===== src/rtl/count_step_decoder.sv =====
// count_step_decoder
//   Watches the q bus of a free-running up/down counter and turns every sampled change into
//   step/wrap pulses. It keeps a saturating signed position and the direction of the last
//   valid step. Illegal jumps raise err; ERR_LIMIT of them in a row latch the block into
//   FAULT until clr or reset.
// Ports
//   clk      rising-edge clock
//   rst_n    asynchronous active-low reset
//   clr      synchronous clear back to UNLOCKED (wins over en)
//   en       sample strobe for q_in
//   q_in     observed counter value
//   step_up  1-cycle pulse, +1 step decoded
//   step_dn  1-cycle pulse, -1 step decoded
//   wrap_up  1-cycle pulse, max -> 0 step
//   wrap_dn  1-cycle pulse, 0 -> max step
//   dir      direction of last valid step (1 = up)
//   pos      signed two's-complement position
//   err      1-cycle pulse, illegal jump
//   locked   high in LOCKED
//   fault    high in FAULT
module count_step_decoder #(
  parameter int unsigned WIDTH     = 4,
  parameter int unsigned POS_WIDTH = 8,
  parameter int unsigned ERR_LIMIT = 3
) (
  input  logic                 clk,
  input  logic                 rst_n,
  input  logic                 clr,
  input  logic                 en,
  input  logic [WIDTH-1:0]     q_in,
  output logic                 step_up,
  output logic                 step_dn,
  output logic                 wrap_up,
  output logic                 wrap_dn,
  output logic                 dir,
  output logic [POS_WIDTH-1:0] pos,
  output logic                 err,
  output logic                 locked,
  output logic                 fault
);

  typedef enum logic [1:0] {
    StUnlocked = 2'd0,
    StLocked   = 2'd1,
    StFault    = 2'd2
  } state_e;

  localparam logic [WIDTH-1:0]     DeltaOne = WIDTH'(1);
  localparam logic [WIDTH-1:0]     AllOnes  = '1;
  localparam logic [WIDTH-1:0]     AllZeros = '0;
  localparam logic [POS_WIDTH-1:0] PosOne   = POS_WIDTH'(1);
  localparam logic [POS_WIDTH-1:0] PosMax   = {1'b0, {(POS_WIDTH-1){1'b1}}};
  localparam logic [POS_WIDTH-1:0] PosMin   = {1'b1, {(POS_WIDTH-1){1'b0}}};
  localparam logic [2:0]           ErrLimit = 3'(ERR_LIMIT);

  state_e               state_q, state_d;
  logic [WIDTH-1:0]     prev_q, prev_d;
  logic [POS_WIDTH-1:0] pos_q, pos_d;
  logic [2:0]           err_cnt_q, err_cnt_d;
  logic                 dir_q, dir_d;
  logic                 step_up_q, step_up_d;
  logic                 step_dn_q, step_dn_d;
  logic                 wrap_up_q, wrap_up_d;
  logic                 wrap_dn_q, wrap_dn_d;
  logic                 err_q, err_d;

  logic [WIDTH-1:0]     delta;
  logic [2:0]           err_cnt_inc;

  // Modular difference: the counter bus wraps, so 0 - max is a legal +1 step.
  assign delta       = q_in - prev_q;
  assign err_cnt_inc = err_cnt_q + 3'd1;

  always_comb begin
    state_d   = state_q;
    prev_d    = prev_q;
    pos_d     = pos_q;
    err_cnt_d = err_cnt_q;
    dir_d     = dir_q;
    step_up_d = 1'b0;
    step_dn_d = 1'b0;
    wrap_up_d = 1'b0;
    wrap_dn_d = 1'b0;
    err_d     = 1'b0;

    if (clr) begin
      state_d   = StUnlocked;
      prev_d    = '0;
      pos_d     = '0;
      err_cnt_d = '0;
      dir_d     = 1'b0;
    end else if (en) begin
      case (state_q)
        StUnlocked: begin
          // First sample only establishes the reference value.
          prev_d  = q_in;
          state_d = StLocked;
        end
        StLocked: begin
          prev_d = q_in;
          if (delta == AllZeros) begin
            // Hold: nothing changes.
          end else if (delta == DeltaOne) begin
            step_up_d = 1'b1;
            wrap_up_d = (prev_q == AllOnes);
            dir_d     = 1'b1;
            err_cnt_d = '0;
            if (pos_q != PosMax) pos_d = pos_q + PosOne;
          end else if (delta == AllOnes) begin
            step_dn_d = 1'b1;
            wrap_dn_d = (prev_q == AllZeros);
            dir_d     = 1'b0;
            err_cnt_d = '0;
            if (pos_q != PosMin) pos_d = pos_q - PosOne;
          end else begin
            err_d     = 1'b1;
            err_cnt_d = err_cnt_inc;
            if (err_cnt_inc == ErrLimit) state_d = StFault;
          end
        end
        StFault: begin
          // Sticky until clr or reset.
        end
        default: state_d = StUnlocked;
      endcase
    end
  end

  always_ff @(posedge clk or negedge rst_n) begin
    if (!rst_n) begin
      state_q   <= StUnlocked;
      prev_q    <= '0;
      pos_q     <= '0;
      err_cnt_q <= '0;
      dir_q     <= 1'b0;
      step_up_q <= 1'b0;
      step_dn_q <= 1'b0;
      wrap_up_q <= 1'b0;
      wrap_dn_q <= 1'b0;
      err_q     <= 1'b0;
    end else begin
      state_q   <= state_d;
      prev_q    <= prev_d;
      pos_q     <= pos_d;
      err_cnt_q <= err_cnt_d;
      dir_q     <= dir_d;
      step_up_q <= step_up_d;
      step_dn_q <= step_dn_d;
      wrap_up_q <= wrap_up_d;
      wrap_dn_q <= wrap_dn_d;
      err_q     <= err_d;
    end
  end

  assign step_up = step_up_q;
  assign step_dn = step_dn_q;
  assign wrap_up = wrap_up_q;
  assign wrap_dn = wrap_dn_q;
  assign dir     = dir_q;
  assign pos     = pos_q;
  assign err     = err_q;
  assign locked  = (state_q == StLocked);
  assign fault   = (state_q == StFault);

endmodule

===== config.mk =====
export PLATFORM = sky130hd
export DESIGN_NAME = count_step_decoder
export DESIGN_NICKNAME = d
export VERILOG_FILES = /design/src/rtl/count_step_decoder.sv
export SDC_FILE = /design/constraint.sdc
export NUM_CORES = 1
export LEC_CHECK = 0
export BUFFER_PORTS_ARGS = -buffer_cell sky130_fd_sc_hd__buf_4
export CELL_PAD_IN_SITES_DETAIL_PLACEMENT = 1
export CELL_PAD_IN_SITES_GLOBAL_PLACEMENT = 2
export CORE_ASPECT_RATIO = 0.8
export CORE_MARGIN = 2
export CORE_UTILIZATION = 36
export CTS_CLUSTER_SIZE = 24
export DETAILED_ROUTE_END_ITERATION = 12
export GPL_ROUTABILITY_DRIVEN = 0
export PLACE_DENSITY = 0.84
export SLEW_MARGIN = 15
export SYNTH_ARGS = -nofsm -noshare
export SYNTH_HDL_FRONTEND = slang
export SYNTH_SLANG_ARGS = --single-unit

===== constraint.sdc =====
create_clock -name clk -period 4.55 [get_ports clk]
set_input_delay 0.6825 -clock clk [delete_from_list [all_inputs] [get_ports clk]]
set_output_delay 0.6825 -clock clk [all_outputs]
set_load 0.01 [all_outputs]

==> results of run 1 <==
-- cells by family (layout without fill, tap and decap cells) --
logic type / Yosys count / after routing / synth area share [%]
AND/OR/NAND/NOR: 59 / 59 / 21.4
AO/OA/AOI/OAI: 40 / 40 / 21.6
flip-flops: 23 / 23 / 34.1
buffers and inverters: 22 / 46 / 4.90
adder cells (fa/ha/maj): 13 / 13 / 10.5
multiplexers: 7 / 7 / 4.31
XOR/XNOR: 6 / 6 / 3.12
-- state kept, by name, indices dropped and copies added, names as in the netlist --
signal and flops:
wrap_up 1, pos 8, dir 1, state_q 2, prev_q 4, err 1
err_cnt_q 3, wrap_dn 1, step_up 1, step_dn 1
-- area by class of cell --
cell class                 instances  area, sq um  share of cell area [%]
multi-input combinational        125         1030                    52.2
sequential                        23          576                    29.2
timing repair buffer              23          173                    8.77
tap                               60         75.1                    3.81
inverter                          19         71.3                    3.62
clock buffer                       3         41.3                    2.10
clock inverter                     1         5.00                   0.254
-- cell usage in the layout, fill, tap and decap left out, types with 3 or more instances in the layout --
master / instances
a21oi_1: 7
o21ai_0: 5
nor3_1: 4
buf_4: 23
ha_1: 11
nor2_1: 14
dfrtp_1: 23
nand2_1: 5
nand4_1: 3
xor2_1: 4
inv_1: 19
nor4_1: 4
clkbuf_8: 3
nor3_2: 4
a21o_1: 3
nand2b_1: 3
o32ai_2: 6
mux2i_1: 5
nor2b_1: 4
-- through the flow --
stage	setup WS [ns]	util, %	cells
floorplan	1.06	-	170
finish	0.936	43.3	254
CTS	0.955	43.3	254
global placement	0.707	42.3	250
global route	0.760	43.3	254
detailed placement	0.664	42.3	250
-- where the power goes --
part	internal (uW)	leakage, uW	switching, uW
Sequential	211	0.000316	7.38
Combinational	52.3	0.000560	77.3
Clock	61.4	0.0000255	73.7
Total	324	0.000901	158
-- worst min path at each step --
stage / to / cells after the start
floorplan: dir / 0
global placement: err_cnt_q[1] / 1
CTS: dir / 1
detailed placement: err_cnt_q[1] / 1
finish: step_up / 1
global route: err / 1
-- per-layer routing --
| layer | routed length (microns) | track usage (%) |
|---|---|---|
| met5 | 0 | 0 |
| met4 | 57 | 5.72 |
| met3 | 128 | 2.20 |
| met2 | 1880 | 26.7 |
| met1 | 2080 | 24.2 |
-- worst max-delay path, stage by stage --
cell	delay [ns]
buf_4	0.11
inv_1	0.05
ha_1	0.16
inv_1	0.06
fa_1	0.37
xor2_1	0.20
or3_4	0.39
a21o_1	0.29
ha_1	0.42
and3_1	0.17
a21oi_1	0.06
a31oi_1	0.24
mux2i_1	0.24
mux2_1	0.34
==> impl_metrics.tcl, run 1 <==
set metrics [dict create \
    required_ns 4.71 \
    worst_r2r_endpoint "pos[7]" \
    worstPathMaxFanout 9 \
    num_vias 1392 \
    layout.nets 216 \
    overflow 0 \
    root_buffer "clkbuf_8" \
    synth.top_cells.by_area "dfrtp_1 34%, ha_1 8.2%, o32ai_2 5.8%, inv_1 4.2%, nor2_1 3.1%" \
    rsz0062_at_grt "false" \
    ys_async_sr_fraction_pct 100 \
    cts.sink_count 23 \
    setup_viol 0 \
    critPathKind "input port to flip-flop" \
    finalWirelength_microns 4150 \
    row_count 22 \
    synth_commonest_cells "23 x dfrtp_1, 19 x inv_1, 14 x nor2_1" \
    cts_hold_buf 0 \
    wire_per_inst_microns 16.4 \
    reg2reg_slack_ns 1.08 \
    ioPinCount 24 \
    synth_top_cell_area_share_pct 34.1 \
    via_per_inst 5.48 \
    final_cell_area_sq_mm 0.00197 \
    status "finished clean" \
    finalCritPeriodShare_pct 79.4 \
    max_slew.worst_pin.slew_ns 0.629 \
    area_growth_pct 16.8 \
    ir_drop_v 0.0000972 \
    cts_max_path_buffers 2 \
    drv_cap 0 \
    synth-seq-area-share_pct 34.1 \
    die_width_microns 80.5 \
    power_density_mw_per_mm2 245 \
    design.core.area_sq_mm 0.00454 \
    netlist_area_sq_mm 0.00169 \
    post_cts.repair.setup_buffers 0 \
    finClkSkew_ns 0.00391 \
    cts_tree "yes" \
    synth_edf_count 0 \
    grt_max_degree 24 \
    syn_inst 170 \
    die_h_microns 65.2 \
    yosysUniqueCellTypes 52 \
    setup_tns_ns 0 \
    ff2ff_path_depth 12 \
    startpoint "q_in[0]" \
    hold_viol_final 0 \
    drc 0 \
    track_usage_pct 17.0 \
    antenna_found_initial 0 \
    fill_cells 528 \
    placed_cell_area_sq_mm 0.00192 \
    firstDrtPassIters 4 \
    grt_pass1_vias 1444 \
    fmax_mhz 277 \
    hold_slack_ns 0.296 \
    syn_nets 191 \
    ys_ff_latch 23 \
    min_path_type "input port to async pin" \
    synth.most_common_cell "dfrtp_1" \
    path_clk_slew_ns 0.09 \
    drtIter0Drc 53 \
    port_buffers 23 \
    start_util_pct 37.1 \
    relSlewSlack_pct 57.7 \
    htree_levels 1 \
    synth_ff_type "dfrtp_1" \
    syn_avg_cell_area_sq_um 9.91 \
    dp_hpwl_microns 3230 \
    diodes 0 \
    p_leak_uw 0.000901 \
    reg2reg_from "prev_q[0]" \
    numCtsBuffers 3 \
    post-route-min-period_ns 3.61 \
    grt_pass1_wl_microns 6850 \
    synth_top_area_cell "dfrtp_1" \
    crit_arrival_ns 3.78 \
    cts_resized 0 \
    cp-endpoint "pos[7]" \
    critPathLaunchType "input port" \
    antenna_left 0 \
    insertion_delay_ns 0.27 \
    ys_warn_count 0 \
    total_power_uw 483 \
    drive_above_1_share_pct 23.7 \
    end_kind "flip-flop" \
    die-area_sq_mm 0.00525 \
    drv_slew 0 \
]
Note: power is estimated with default switching activity, not from simulation.
==> inputs of run 2 (changes only) <==
CORE_UTILIZATION = 32   (was 36)
PLACE_DENSITY = 0.79   (was 0.84)
clock period = 3 ns   (was 4.55 ns; I/O delays follow)
==> run 2 against run 1 <==
The run now ends with setup timing left; first-iteration DRC count increased by 51%; worst hold slack got worse by 0.23 ns; register-to-register slack got worse by 1.2 ns; total power increased by 75%; clock power increased by 56%; die area increased by 12%; wire length increased by 28%; flip-flop and latch count unchanged; count of clock-buffer cells in the layout unchanged; critical path depth increased by 1; utilization increased by 4.1 points; non-clock buffer count increased by 27; critical endpoint is now pos[6].
==> impl_metrics.tcl, run 2 (synthesis gave the netlist of run 1 again) <==
set metrics [dict create \
    hold_viol_final 0 \
    layout.nets 243 \
    min_path_type "input port to async pin" \
    post-route-min-period_ns 3.16 \
    firstDrtPassIters 4 \
    placed_cell_area_sq_mm 0.00217 \
    track_usage_pct 17.7 \
    die-area_sq_mm 0.00587 \
    ioPinCount 24 \
    drive_above_1_share_pct 44.3 \
    htree_levels 1 \
    largest_reg_flops 8 \
    grt_max_degree 24 \
    hold_slack_ns 0.0614 \
    finalWorstSetupSlack_ns -0.155 \
    ir_drop_v 0.000175 \
    port_buffers 23 \
    end_kind "flip-flop" \
    finClkSkew_ns 0.00240 \
    required_ns 3.14 \
    row_count 23 \
    violations "setup timing" \
    cts.sink_count 23 \
    path_clk_slew_ns 0.09 \
    die_width_microns 85.1 \
    rsz0062_at_grt "true" \
    setup_viol 3 \
    drc 0 \
    fill_cells 563 \
    via_per_inst 5.51 \
    cts_max_path_buffers 2 \
    dp_hpwl_microns 3750 \
    finalWirelength_microns 5310 \
    insertion_delay_ns 0.27 \
    p_leak_uw 0.00106 \
    place_inst 272 \
    numCtsBuffers 3 \
    status "finished, violations left" \
    final_common_cell "buf_4" \
    finalCritPeriodShare_pct 105 \
    antenna_found_initial 0 \
    worstPathMaxFanout 7 \
    final_core_util_pct 47.4 \
    cts_tree "yes" \
    overflow 0 \
    setup_tns_ns -0.359 \
    area_growth_pct 41.7 \
    crit_arrival_ns 3.30 \
    mostFrequentLayoutCells "48 x buf_4, 23 x dfrtp_1, 16 x inv_1, 14 x nor2_1, 7 x ha_4" \
    design.core.area_sq_mm 0.00504 \
    antenna_left 0 \
    ff2ff_path_depth 15 \
    root_buffer "clkbuf_8" \
    max_slew.worst_pin.slew_ns 0.747 \
    grt_pass1_wl_microns 8190 \
    relSlewSlack_pct 49.8 \
    wire_per_inst_microns 18.8 \
    drv_cap 0 \
    die_h_microns 68.9 \
    final_cell_area_sq_mm 0.00239 \
    num_vias 1560 \
    drtIter0Drc 80 \
    grt_pass1_vias 1622 \
    power_density_mw_per_mm2 353 \
    fin_cells 283 \
    fmax_mhz 317 \
    start_util_pct 33.5 \
    critPathLaunchType "flip-flop" \
    drv_slew 0 \
    critPathKind "flip-flop to flip-flop" \
    diodes 0 \
]
==> run 2: worst paths after layout <==
path / start / to / slack (ns)
max: prev_q[0] / pos[6] / -0.16
min: rst_n / prev_q[3] / 0.06
max reg2reg: prev_q[0] / pos[6] / -0.16
min reg2reg: err_cnt_q[1] / err_cnt_q[1] / 0.55
max in group asynchronous: rst_n / dir / 2.68
min in group clk: en / state_q[0] / 0.40
==> run 2: critical path: stages, from the launching register on <==
cell,delay [ns]
dfrtp_1,0.42
ha_4,0.17
inv_2,0.04
fa_2,0.34
xor2_2,0.16
or3_4,0.38
a21o_4,0.27
buf_6,0.14
buf_6,0.11
inv_4,0.04
fa_2,0.24
nor2b_4,0.06
o21ai_4,0.20
a2111oi_4,0.10
a311oi_2,0.24
o32ai_2,0.12
==> run 2: power by group <==
| group | switching, uW | total [uW] | internal (uW) |
|---|---|---|---|
| combinational | 158 | 301 | 143 |
| clock | 116 | 210 | 94.3 |
| sequential | 13.1 | 333 | 319 |
| total | 287 | 844 | 557 |
==> run 2: area by class of cell <==
type                            instances  area [sq um]  share of cell area (%)
Clock buffer                            3          41.3                    1.73
Clock inverter                          1          7.51                   0.314
Inverter                               19          86.3                    3.61
Multi-Input combinational cell        125          1220                    51.0
Sequential cell                        23           576                    24.1
Tap cell                               62          77.6                    3.25
Timing Repair Buffer                   50           383                    16.0
==> run 2: what timing repair did <==
action / 4_1_cts / 5_1_grt
hold buffers: 0 / 0
resized for setup: 7 / 18
pin swaps: 8 / 5
buffers inserted: 2 / 5
setup endpoints to repair: 2 / 2
==> run 2: metrics by stage <==
stage | total power, uW | worst slack [ns]
4_1_cts | 814 | -0.105
3_5_place_dp | 588 | -0.436
5_1_grt | 894 | -0.306
2_1_floorplan | 488 | -0.166
6_report | 844 | -0.155
3_3_place_gp | 576 | -0.366
==> run 2: per-layer routing <==
layer / track usage (%) / vias to the layer above / part of all wire, %
li1: - / 723 / -
met1: 23.1 / 797 / 46
met2: 32.1 / 38 / 50
met3: 2.98 / 2 / 4.0
met4: 2.38 / 0 / 0.26
met5: 0 / - / 0
==> inputs of run 3 (changes only) <==
HOLD_SLACK_MARGIN = 0.1   (was not set)
==> run 3 against run 2 <==
The run still ends with setup timing left; first-iteration DRC count stayed put; combinational power about the same; clock power hardly changed; flip-flop and latch count did not move; global-route usage barely moved; count of clock-buffer cells in the layout stayed put; clock skew about the same; critical endpoint unchanged.
==> impl_metrics.tcl, run 3 (synthesis gave the netlist of run 1 again) <==
set metrics [dict create \
    p_int_uw 558 \
    port_buffers 23 \
    firstDrtPassIters 4 \
    seq_power_share_pct 39.3 \
    crit_arrival_ns 3.31 \
    antenna_left 0 \
    critPathKind "flip-flop to flip-flop" \
    num_vias 1575 \
    layout.nets 244 \
    grt_pass1_wl_microns 8200 \
    htree_levels 1 \
    power_density_mw_per_mm2 352 \
    reg2reg_from "prev_q[0]" \
    max_slew.worst_pin.slew_ns 0.747 \
    grt_max_degree 24 \
    total_power_uw 845 \
    drive_above_1_share_pct 44.1 \
    finClkSkew_ns 0.00255 \
    drv_slew 0 \
    required_ns 3.14 \
    setup_viol 3 \
    final_core_util_pct 47.6 \
    ir_drop_v 0.000175 \
    overflow 0 \
    row_count 23 \
    numCtsBuffers 3 \
    cts_tree "yes" \
    cts_max_path_buffers 2 \
    worstPathMaxFanout 7 \
    finalCritPeriodShare_pct 105 \
    reg2reg_slack_ns -0.16 \
    mostFrequentLayoutCells "48 x buf_4, 23 x dfrtp_1, 16 x inv_1, 14 x nor2_1, 7 x ha_4" \
    cts.sink_count 23 \
    insertion_delay_ns 0.27 \
    track_usage_pct 17.7 \
    dp_hpwl_microns 3750 \
    path_clk_slew_ns 0.09 \
    p_sw_share_pct 34.0 \
    startpoint "prev_q[0]" \
    register_area_sq_um 576 \
    violations "setup timing" \
    root_buffer "clkbuf_8" \
    via_per_inst 5.55 \
    design.core.area_sq_mm 0.00504 \
    antenna_found_initial 0 \
    relSlewSlack_pct 49.8 \
    area_growth_pct 42.3 \
    fill_cells 562 \
    p_switching_uw 288 \
    end_kind "flip-flop" \
    post-route-min-period_ns 3.16 \
    finalWorstSetupSlack_ns -0.162 \
    critPathLaunchType "flip-flop" \
    grt_pass1_vias 1624 \
    hold_path.startpoint "en" \
    clkPwrFrac_pct 24.9 \
    fmax_mhz 316 \
    dp_worst_setup_slack_ns -0.436 \
    largest_reg_flops 8 \
    rsz0062_at_grt "true" \
    diodes 0 \
    status "finished, violations left" \
    hold_viol_final 0 \
    ioPinCount 24 \
    drc 0 \
    die_h_microns 68.9 \
    die_width_microns 85.1 \
    die-area_sq_mm 0.00587 \
    finalWirelength_microns 5310 \
    multi_input_area_sq_mm 0.00122 \
    p_leak_uw 0.00106 \
    wire_per_inst_microns 18.7 \
    final_common_cell "buf_4" \
    drtIter0Drc 80 \
    start_util_pct 33.5 \
    drv_cap 0 \
    pwr-share-comb_pct 35.8 \
    min_path_type "input port to flip-flop" \
]
[run 3: path summary, 6_finish.rpt]
check                                to  depth (start not counted)
max                              pos[6]                         15
min                          state_q[0]                          2
max reg2reg                      pos[6]                         15
min reg2reg                err_cnt_q[1]                          1
max in group asynchronous           dir                          2
min in group asynchronous     prev_q[3]                          2
[run 3: final cells by class]
| class | count | share of cell area (%) |
|---|---|---|
| timing repair buffer | 51 | 16.4 |
| inverter | 19 | 3.60 |
| clock inverter | 1 | 0.313 |
| tap | 62 | 3.23 |
| sequential | 23 | 24.0 |
| multi-input combinational | 125 | 50.8 |
| clock buffer | 3 | 1.72 |
[run 3: layer usage]
metal	wire (microns)	GRT usage (%)	part of all wire [%]
met1	2470	23.1	47
met4	14	2.38	0.26
met3	196	2.98	3.7
met5	0	0	0
met2	2630	32.1	50
[run 3: power groups by stage]
stage / Clock (uW) / Combinational (uW) / Sequential (uW)
final: 210 / 302 / 333
after global routing: 232 / 329 / 334
after CTS: 220 / 264 / 332
after detailed placement: 0 / 250 / 338
after global placement: 0 / 240 / 336
after floorplan: 0 / 151 / 337
[run 3: stage by stage]
| step | instances | hold slack [ns] | cell area, sq um | setup TNS (ns) |
|---|---|---|---|---|
| CTS | 279 | 0.391 | 2270 | -0.182 |
| global placement | 272 | 0.369 | 2170 | -0.929 |
| finish | 284 | 0.399 | 2400 | -0.379 |
| detailed placement | 272 | 0.372 | 2170 | -1.12 |
| floorplan | 170 | 0.154 | 1780 | -0.245 |
| global route | 284 | 0.383 | 2400 | -0.753 |
[run 3: repair_timing]
item / CTS / global route
gates resized for setup: 7 / 18
hold buffers: 1 / 0
pin swaps: 8 / 5
buffers inserted: 2 / 5
endpoints found under the hold margin: 23 / 0
endpoints found under the setup margin: 2 / 2
[run 3: worst max-delay path: stages, from the launching register on]
cell       delay, ns
dfrtp_1         0.42
ha_4            0.17
inv_2           0.04
fa_2            0.34
xor2_2          0.16
or3_4           0.38
a21o_4          0.27
buf_6           0.14
buf_6           0.11
inv_4           0.04
fa_2            0.24
nor2b_4         0.06
o21ai_4         0.20
a2111oi_4       0.10
a311oi_2        0.24
o32ai_2         0.12
